[src/rtl/turn_signal_ctrl.sv]
`timescale 1ns/1ps
`default_nettype none
// ============================================================================
//  Module   : turn_signal_ctrl
//  Purpose  : Driver-side command generator for the tail-light sequencer.
//             Synchronises and debounces the stalk contacts and hazard
//             button, runs the comfort-tap / latched-hold / wheel-cancel
//             turn FSM, and keeps hazard as a toggle that overrides lt/rt.
//  Revision : 1.0 - initial release
// ============================================================================
module turn_signal_ctrl #(
  parameter int DB_CYCLES    = 4,
  parameter int TAP_MAX      = 16,
  parameter int SWEEP_CYCLES = 4,
  parameter int TAP_FLASHES  = 3
) (
  input  logic clk,
  input  logic rst_n,
  input  logic stalk_l,
  input  logic stalk_r,
  input  logic haz_btn,
  input  logic cancel,
  output logic lt,
  output logic rt,
  output logic haz
);

  // Counter widths: $clog2 of the largest count, plus one bit of headroom.
  localparam int c_DB_W    = $clog2(DB_CYCLES) + 1;
  localparam int c_HOLD_W  = $clog2(TAP_MAX) + 1;
  localparam int c_FLASH_W = $clog2(TAP_FLASHES * SWEEP_CYCLES) + 1;

  localparam logic [c_DB_W-1:0]    c_DB_LAST    = c_DB_W'(DB_CYCLES - 1);
  localparam logic [c_HOLD_W-1:0]  c_HOLD_LAST  = c_HOLD_W'(TAP_MAX - 1);
  localparam logic [c_FLASH_W-1:0] c_FLASH_LAST = c_FLASH_W'(TAP_FLASHES * SWEEP_CYCLES - 1);

  // Turn FSM encoding
  localparam logic [2:0] c_IDLE     = 3'd0;
  localparam logic [2:0] c_PRESS    = 3'd1;
  localparam logic [2:0] c_COMFORT  = 3'd2;
  localparam logic [2:0] c_HOLD     = 3'd3;
  localparam logic [2:0] c_WAIT_REL = 3'd4;

  localparam logic c_DIR_L = 1'b0;
  localparam logic c_DIR_R = 1'b1;

  // --------------------------------------------------------------------------
  // Input conditioning: bit 0 = left stalk, bit 1 = right stalk, bit 2 = hazard
  // --------------------------------------------------------------------------
  logic [2:0] w_raw;
  logic [2:0] w_db;

  assign w_raw = {haz_btn, stalk_r, stalk_l};

  for (genvar gi = 0; gi < 3; gi++) begin : g_cond
    logic              r_sync1;
    logic              r_sync2;
    logic              r_db;
    logic [c_DB_W-1:0] r_cnt;

    // 2-FF synchroniser followed by a run-length debouncer; db only follows
    // sync after DB_CYCLES consecutive disagreeing cycles.
    always_ff @(posedge clk or negedge rst_n) begin
      if (!rst_n) begin
        r_sync1 <= 1'b0;
        r_sync2 <= 1'b0;
        r_db    <= 1'b0;
        r_cnt   <= '0;
      end else begin
        r_sync1 <= w_raw[gi];
        r_sync2 <= r_sync1;
        if (r_sync2 == r_db) begin
          r_cnt <= '0;
        end else if (r_cnt == c_DB_LAST) begin
          r_db  <= r_sync2;
          r_cnt <= '0;
        end else begin
          r_cnt <= r_cnt + 1'b1;
        end
      end
    end

    assign w_db[gi] = r_db;
  end

  // --------------------------------------------------------------------------
  // Qualified stalk levels and edges
  // --------------------------------------------------------------------------
  logic w_db_l, w_db_r, w_db_h;
  logic w_l, w_r, w_fault;
  logic w_l_rise, w_r_rise, w_haz_rise;
  logic w_sel, w_opp;
  logic r_l_prev, r_r_prev, r_h_prev;

  assign w_db_l  = w_db[0];
  assign w_db_r  = w_db[1];
  assign w_db_h  = w_db[2];

  // Both stalks closed is a contact fault and counts as neither side.
  assign w_l     = w_db_l & ~w_db_r;
  assign w_r     = w_db_r & ~w_db_l;
  assign w_fault = w_db_l & w_db_r;

  assign w_l_rise   = w_l & ~r_l_prev;
  assign w_r_rise   = w_r & ~r_r_prev;
  assign w_haz_rise = w_db_h & ~r_h_prev;

  // Selected/opposite side relative to the currently latched direction
  logic r_dir;
  assign w_sel = (r_dir == c_DIR_R) ? w_r : w_l;
  assign w_opp = (r_dir == c_DIR_R) ? w_l : w_r;

  // Previous-cycle levels for rising-edge detection
  always_ff @(posedge clk or negedge rst_n) begin
    if (!rst_n) begin
      r_l_prev <= 1'b0;
      r_r_prev <= 1'b0;
      r_h_prev <= 1'b0;
    end else begin
      r_l_prev <= w_l;
      r_r_prev <= w_r;
      r_h_prev <= w_db_h;
    end
  end

  // --------------------------------------------------------------------------
  // Turn FSM
  // --------------------------------------------------------------------------
  logic [2:0]           r_state, w_state_nxt;
  logic                 w_dir_nxt;
  logic [c_HOLD_W-1:0]  r_hold_cnt, w_hold_nxt;
  logic [c_FLASH_W-1:0] r_flash_cnt, w_flash_nxt;
  logic                 r_lt, r_rt, r_haz;
  logic                 w_lt_nxt, w_rt_nxt, w_haz_nxt;

  // State, direction, counters and the registered outputs
  always_ff @(posedge clk or negedge rst_n) begin
    if (!rst_n) begin
      r_state     <= c_IDLE;
      r_dir       <= c_DIR_L;
      r_hold_cnt  <= '0;
      r_flash_cnt <= '0;
      r_lt        <= 1'b0;
      r_rt        <= 1'b0;
      r_haz       <= 1'b0;
    end else begin
      r_state     <= w_state_nxt;
      r_dir       <= w_dir_nxt;
      r_hold_cnt  <= w_hold_nxt;
      r_flash_cnt <= w_flash_nxt;
      r_lt        <= w_lt_nxt;
      r_rt        <= w_rt_nxt;
      r_haz       <= w_haz_nxt;
    end
  end

  // Next-state logic; priority is fault > cancel > direction change > release/timeout
  always_comb begin
    w_state_nxt = r_state;
    w_dir_nxt   = r_dir;
    w_hold_nxt  = r_hold_cnt;
    w_flash_nxt = r_flash_cnt;
    case (r_state)
      c_IDLE: begin
        if (w_l_rise) begin
          w_state_nxt = c_PRESS;
          w_dir_nxt   = c_DIR_L;
          w_hold_nxt  = '0;
        end else if (w_r_rise) begin
          w_state_nxt = c_PRESS;
          w_dir_nxt   = c_DIR_R;
          w_hold_nxt  = '0;
        end
      end
      c_PRESS: begin
        if (r_hold_cnt != '1) w_hold_nxt = r_hold_cnt + 1'b1;
        if (w_fault) begin
          w_state_nxt = c_IDLE;
        end else if (cancel) begin
          w_state_nxt = c_WAIT_REL;
        end else if (w_opp) begin
          w_dir_nxt  = ~r_dir;
          w_hold_nxt = '0;
        end else if (!w_sel) begin
          // A release at the very last press cycle has already outlived a tap.
          if (r_hold_cnt < c_HOLD_LAST) begin
            w_state_nxt = c_COMFORT;
            w_flash_nxt = '0;
          end else begin
            w_state_nxt = c_IDLE;
          end
        end else if (r_hold_cnt == c_HOLD_LAST) begin
          w_state_nxt = c_HOLD;
        end
      end
      c_COMFORT: begin
        if (r_flash_cnt != '1) w_flash_nxt = r_flash_cnt + 1'b1;
        if (cancel) begin
          w_state_nxt = c_IDLE;
        end else if (w_l_rise) begin
          w_state_nxt = c_PRESS;
          w_dir_nxt   = c_DIR_L;
          w_hold_nxt  = '0;
        end else if (w_r_rise) begin
          w_state_nxt = c_PRESS;
          w_dir_nxt   = c_DIR_R;
          w_hold_nxt  = '0;
        end else if (r_flash_cnt == c_FLASH_LAST) begin
          w_state_nxt = c_IDLE;
        end
      end
      c_HOLD: begin
        if (w_fault) begin
          w_state_nxt = c_IDLE;
        end else if (cancel) begin
          w_state_nxt = c_WAIT_REL;
        end else if (!w_sel) begin
          w_state_nxt = c_IDLE;
        end
      end
      c_WAIT_REL: begin
        // Wait for the driver to let go so a wheel cancel cannot re-latch.
        if (!w_l && !w_r) w_state_nxt = c_IDLE;
      end
      default: begin
        w_state_nxt = c_IDLE;
      end
    endcase
  end

  // Output decode from next state; hazard masks the turn requests
  always_comb begin
    w_haz_nxt = r_haz ^ w_haz_rise;
    w_lt_nxt  = 1'b0;
    w_rt_nxt  = 1'b0;
    if ((w_state_nxt == c_PRESS || w_state_nxt == c_COMFORT ||
         w_state_nxt == c_HOLD) && !w_haz_nxt) begin
      w_lt_nxt = (w_dir_nxt == c_DIR_L);
      w_rt_nxt = (w_dir_nxt == c_DIR_R);
    end
  end

  assign lt  = r_lt;
  assign rt  = r_rt;
  assign haz = r_haz;

endmodule
`default_nettype wire

[config.mk]
export PLATFORM = sky130hd
export DESIGN_NAME = turn_signal_ctrl
export DESIGN_NICKNAME = d
export VERILOG_FILES = /design/src/rtl/turn_signal_ctrl.sv
export SDC_FILE = /design/constraint.sdc
export NUM_CORES = 1
export LEC_CHECK = 0
export ABC_AREA = 1
export CORE_MARGIN = 1.5
export CORE_UTILIZATION = 40
export CTS_CLUSTER_DIAMETER = 40
export DETAILED_ROUTE_END_ITERATION = 16
export GPL_TIMING_DRIVEN = 0
export PLACE_DENSITY = 0.64
export SYNTH_ARGS = -nofsm -noshare
export SYNTH_HDL_FRONTEND = slang
export SYNTH_SLANG_ARGS = --single-unit
[constraint.sdc]
create_clock -name clk -period 2.06 [get_ports clk]
set_input_delay 0.206 -clock clk [delete_from_list [all_inputs] [get_ports clk]]
set_output_delay 0.206 -clock clk [all_outputs]
set_load 0.01 [all_outputs]
After elaboration in Yosys (flattened, before gate mapping)
Index checks and enable logic that the tools add are counted.

storage, ports and cells
  input bits = 6
  register bits = 38
  logic and storage cells = 133

operators by class
  multiplexer cells = 49
  reductions and logical operators = 15
  equal/unequal tests = 24
  bitwise logic cells = 17
  add/subtract/negate cells = 5
  $lt $le $gt $ge = 1

operators by type and width
  kind                   number
  $mux W5                13
  $mux W3                21
  $eq A3 B2 Y1 const B   7
  $pmux W3 S5            1
  $pmux W5 S3            1
  $ne A2 B2 Y1 const B   7
  $add A5 B1 Y5 const B  2
  $eq A5 B4 Y1 const B   2
  $mux W1                10
  $ne A5 B5 Y1 const B   2
  $not A1 Y1             10
  $pmux W5 S2            1
  $add A3 B1 Y3 const B  3
  $reduce_and A2 Y1      4
  $reduce_and A7 Y1      1
  $and A1 B1 Y1          6
  $eq A3 B1 Y1 const B   2
  $lt A5 B4 Y1 const B   1
  $eq A1 B1 Y1           3
  $eq A3 B3 Y1 const B   1
  $logic_not A1 Y1       3
  $logic_not A3 Y1       1
  $pmux W1 S3            1
  $reduce_bool A3 Y1     1
  other kinds (5)        7

Longest topological paths before layout
  depth after elaboration = 13
  depth in mapped cells = 11
  depth with buffers taken out = 11

Least setup slack after synthesis
OpenSTA, ideal clock, no wires.

  kind = register -> register
  from = register g_cond[0].r_db
  to = register r_flash_cnt[3]
  data arrival time = 1.365 ns
  path buffers = 0
  period minus slack after synthesis = 1.484 ns
  stages on the path, launching flop included = 10
  required time = 1.941 ns
  setup slack = 0.576 ns
  library setup time = 0.119 ns
  path through = dfrtp_1 -> ha_1 -> nor2_2 -> inv_1 -> nor2_2 -> nand4_4 -> nand2_4 -> nand3_1 -> nand2_1 -> nor2_1

between the ends
  word-level cells in the longest chain between the ends = 5
  elaborated cells on any way between the ends = 10

ends and longest elaborated chain
  item                               RTL line  text
  start: declaration                 58        logic r_db;
  start signal: assignment           75        r_db <= r_sync2;
  $not A1 Y1                         101       assign w_r = w_db_r & ~w_db_l;
  $and A1 B1 Y1                      101
  $mux W1, on equally long branches  111, 110
  $ne A2 B2 Y1 (no line)             -
  $reduce_and A7 Y1 (no line) *      -
  end signal: assignment             150       r_flash_cnt <= w_flash_nxt;
  end: declaration                   132       logic [c_FLASH_W-1:0] r_flash_cnt, w_flash_nxt;

Mark *: on every way between the ends. The rest lies on a longest branch, timed or not.
A chain may end at the register's enable or synchronous reset.

Final worst setup path
Same ends and word-level chain as after synthesis.

==> results.ini <==
[clocking]
ctsResizeCount=0
clk_latency_ns=0.29
cts-root-buf=clkbuf_8
htree_levels=2
ctsHoldBuffers=0
cts_tree=done
cts_made_buffers=5
ctsLongestPathBuffers=2
clkTransAtPathRegs_ns=0.08
clock_sinks=38
post_cts.repair.setup_buffers=0

[floorplanning]
die_w_um=71.39
die_y_um=71.39
num_rows=24
die-area_mm2=0.005096
design.core.area_mm2=0.004414
io_pins=9
initial_core_util_pct=42.38

[synthesis]
netlist_area_mm2=0.001871
avgSynthCellArea_um2=9.125
synth.distinct_cells=28
netlist_instances=205
synth_top_area_share_pct=50.84
yosysWarnings=0
synth_async_sr_flop_share_pct=100.0
yosysTopAreaCell=dfrtp_1
synth_area_leaders=dfrtp_1 51%, nand2_1 6.6%, ha_1 6.0%
ys_ff_latch=38
synth_nets=220
synth_edf_count=0
synth_seq_area_share_pct=50.84
synthFlopType=dfrtp_1

[timing]
rsz0062_at_grt=no
tightest_slew_ns=0.8225
slew_violations=0
timing.hold.ws_ns=0.009991
max-slew-margin-rel_pct=45.17
finalSetupTns_ns=0
clock_skew_ns=0.007276
period_share_pct=83.26
setup_viol=0
final.min_clock_period_ns=1.715
max_freq_mhz=583.1
hold_viol=0

[global_route]
grt_pass1_vias=1245
track_usage_pct=13.75
grt.overflow.total=0
grt_max_degree=39
antenna_found_initial=0
grt_pass1_wl_um=5457

[layout]
layout.nets=235
drive_above_1_share_pct=14.93
final_cell_mix=38 x dfrtp_1, 33 x nand2_1, 25 x inv_1
nFillCells=414
final_common_cell=dfrtp_1
insertedDiodeCount=0
syn2layout_area_growth_pct=12.58
layoutNonFillerInstCount=273

[power_and_ir_drop]
ir_worst_vdd_mv=0.6158
p_total_mw=2.845
pwr_density_cell_mw_per_mm2=1351
p_leak_nw=1.004

[critical_path]
crit_type=register to register
start_kind=register
crit_path_end_kind=register
crit_fanout=6
crit_arrival_ns=1.89
crit_required_ns=2.24

[placement]
gp_congestion=0.8836
port_buffers=8
dp.cells=265
dpl.hpwl_um=2211

[outcome]
outcome=complete, no violations

[routing]
drcViolationCount=0
viasPerCell=4.868
num_vias=1329
dr.pass1.iters=4
drt-initial-drc-count=58
wire_per_inst_um=11.26
antenna_left=0
totalWireLength_um=3075

[worst_hold_path]
hold_path_class=input pin to asynchronous set/reset pin

[job]
max-cap-violations=0

## cell families (layout without fill, tap and decap cells)
group / after synthesis / count (layout) / share of synthesized area, %
AOI/OAI and AO/OA: 22 / 22 / 6.623
buffers and inverters: 30 / 46 / 6.020
and+or+nand+nor: 100 / 100 / 27.56
DFF: 38 / 38 / 50.84
adders and majority gates: 9 / 9 / 6.020
muxes: 1 / 1 / 0.6020
xor gates and xnor gates: 5 / 5 / 2.341
## per-stage QoR
stage	cell area, µm²	worst slack, ns	utilization (%)
after floorplan	1871	0.5763	-
after global placement	2016	-0.1232	45.66
after detailed placement	2011	0.2654	45.55
after CTS	2106	0.3066	47.70
after global routing	2106	0.2107	47.70
final	2106	0.3449	47.70
## power breakdown
part	internal (mW)	total, mW	switching [mW]
Sequential	0.972	1.15	0.176
Clock	0.269	0.521	0.253
Combinational	0.471	1.18	0.705
## final timing paths
check,start,slack [ns],cells past startpoint,to
max in group asynchronous,rst_n,1.53,1,r_state[0]
min in group clk,stalk_l,0.35,1,g_cond[0].r_sync1
min,rst_n,0.01,1,g_cond[1].r_cnt[1]
min reg2reg,g_cond[0].r_sync1,0.35,0,g_cond[0].r_sync2
max reg2reg,g_cond[0].r_db,0.34,9,r_flash_cnt[3]
max,g_cond[0].r_db,0.34,9,r_flash_cnt[3]
## per-layer routing
metal	share of wire (%)	GRT usage, %
met1	51	18.42
met2	44	21.09
met3	3.1	3.938
met4	1.8	5.660
met5	0	0
## Yosys cell counts, types with 5 or more instances
library cell / n
nor2_1: 24
ha_1: 9
nand3_1: 9
nand4_1: 6
dfrtp_1: 38
nor3_1: 8
nand2_1: 33
inv_2: 5
inv_1: 25
a21oi_1: 12
## sequential cells by signal, indices dropped and copies added (netlist names)
name	flops
g_cond.r_cnt	9
g_cond.r_db	3
g_cond.r_sync1	3
g_cond.r_sync2	3
haz	1
lt	1
r_dir	1
r_flash_cnt	5
r_h_prev	1
r_hold_cnt	5
r_l_prev	1
r_r_prev	1
r_state	3
rt	1
## worst max-delay path, stage by stage, from the launching register on
cell	delay [ns]
dfrtp_1	0.43
ha_1	0.24
nor2_2	0.21
inv_1	0.12
nor2_2	0.17
nand4_4	0.15
nand2_4	0.12
nand3_1	0.07
nand2_1	0.06
nor2_1	0.04
## layout make-up
type | count | area, µm² | share of cell area, %
Timing Repair Buffer | 8 | 75.07 | 3.565
Inverter | 30 | 112.6 | 5.348
Clock inverter | 2 | 12.51 | 0.5942
Multi-Input combinational cell | 137 | 807.0 | 38.32
Clock buffer | 6 | 82.58 | 3.922
Tap cell | 52 | 65.06 | 3.090
Sequential cell | 38 | 950.9 | 45.16
Power figures use the tool's default switching activity.
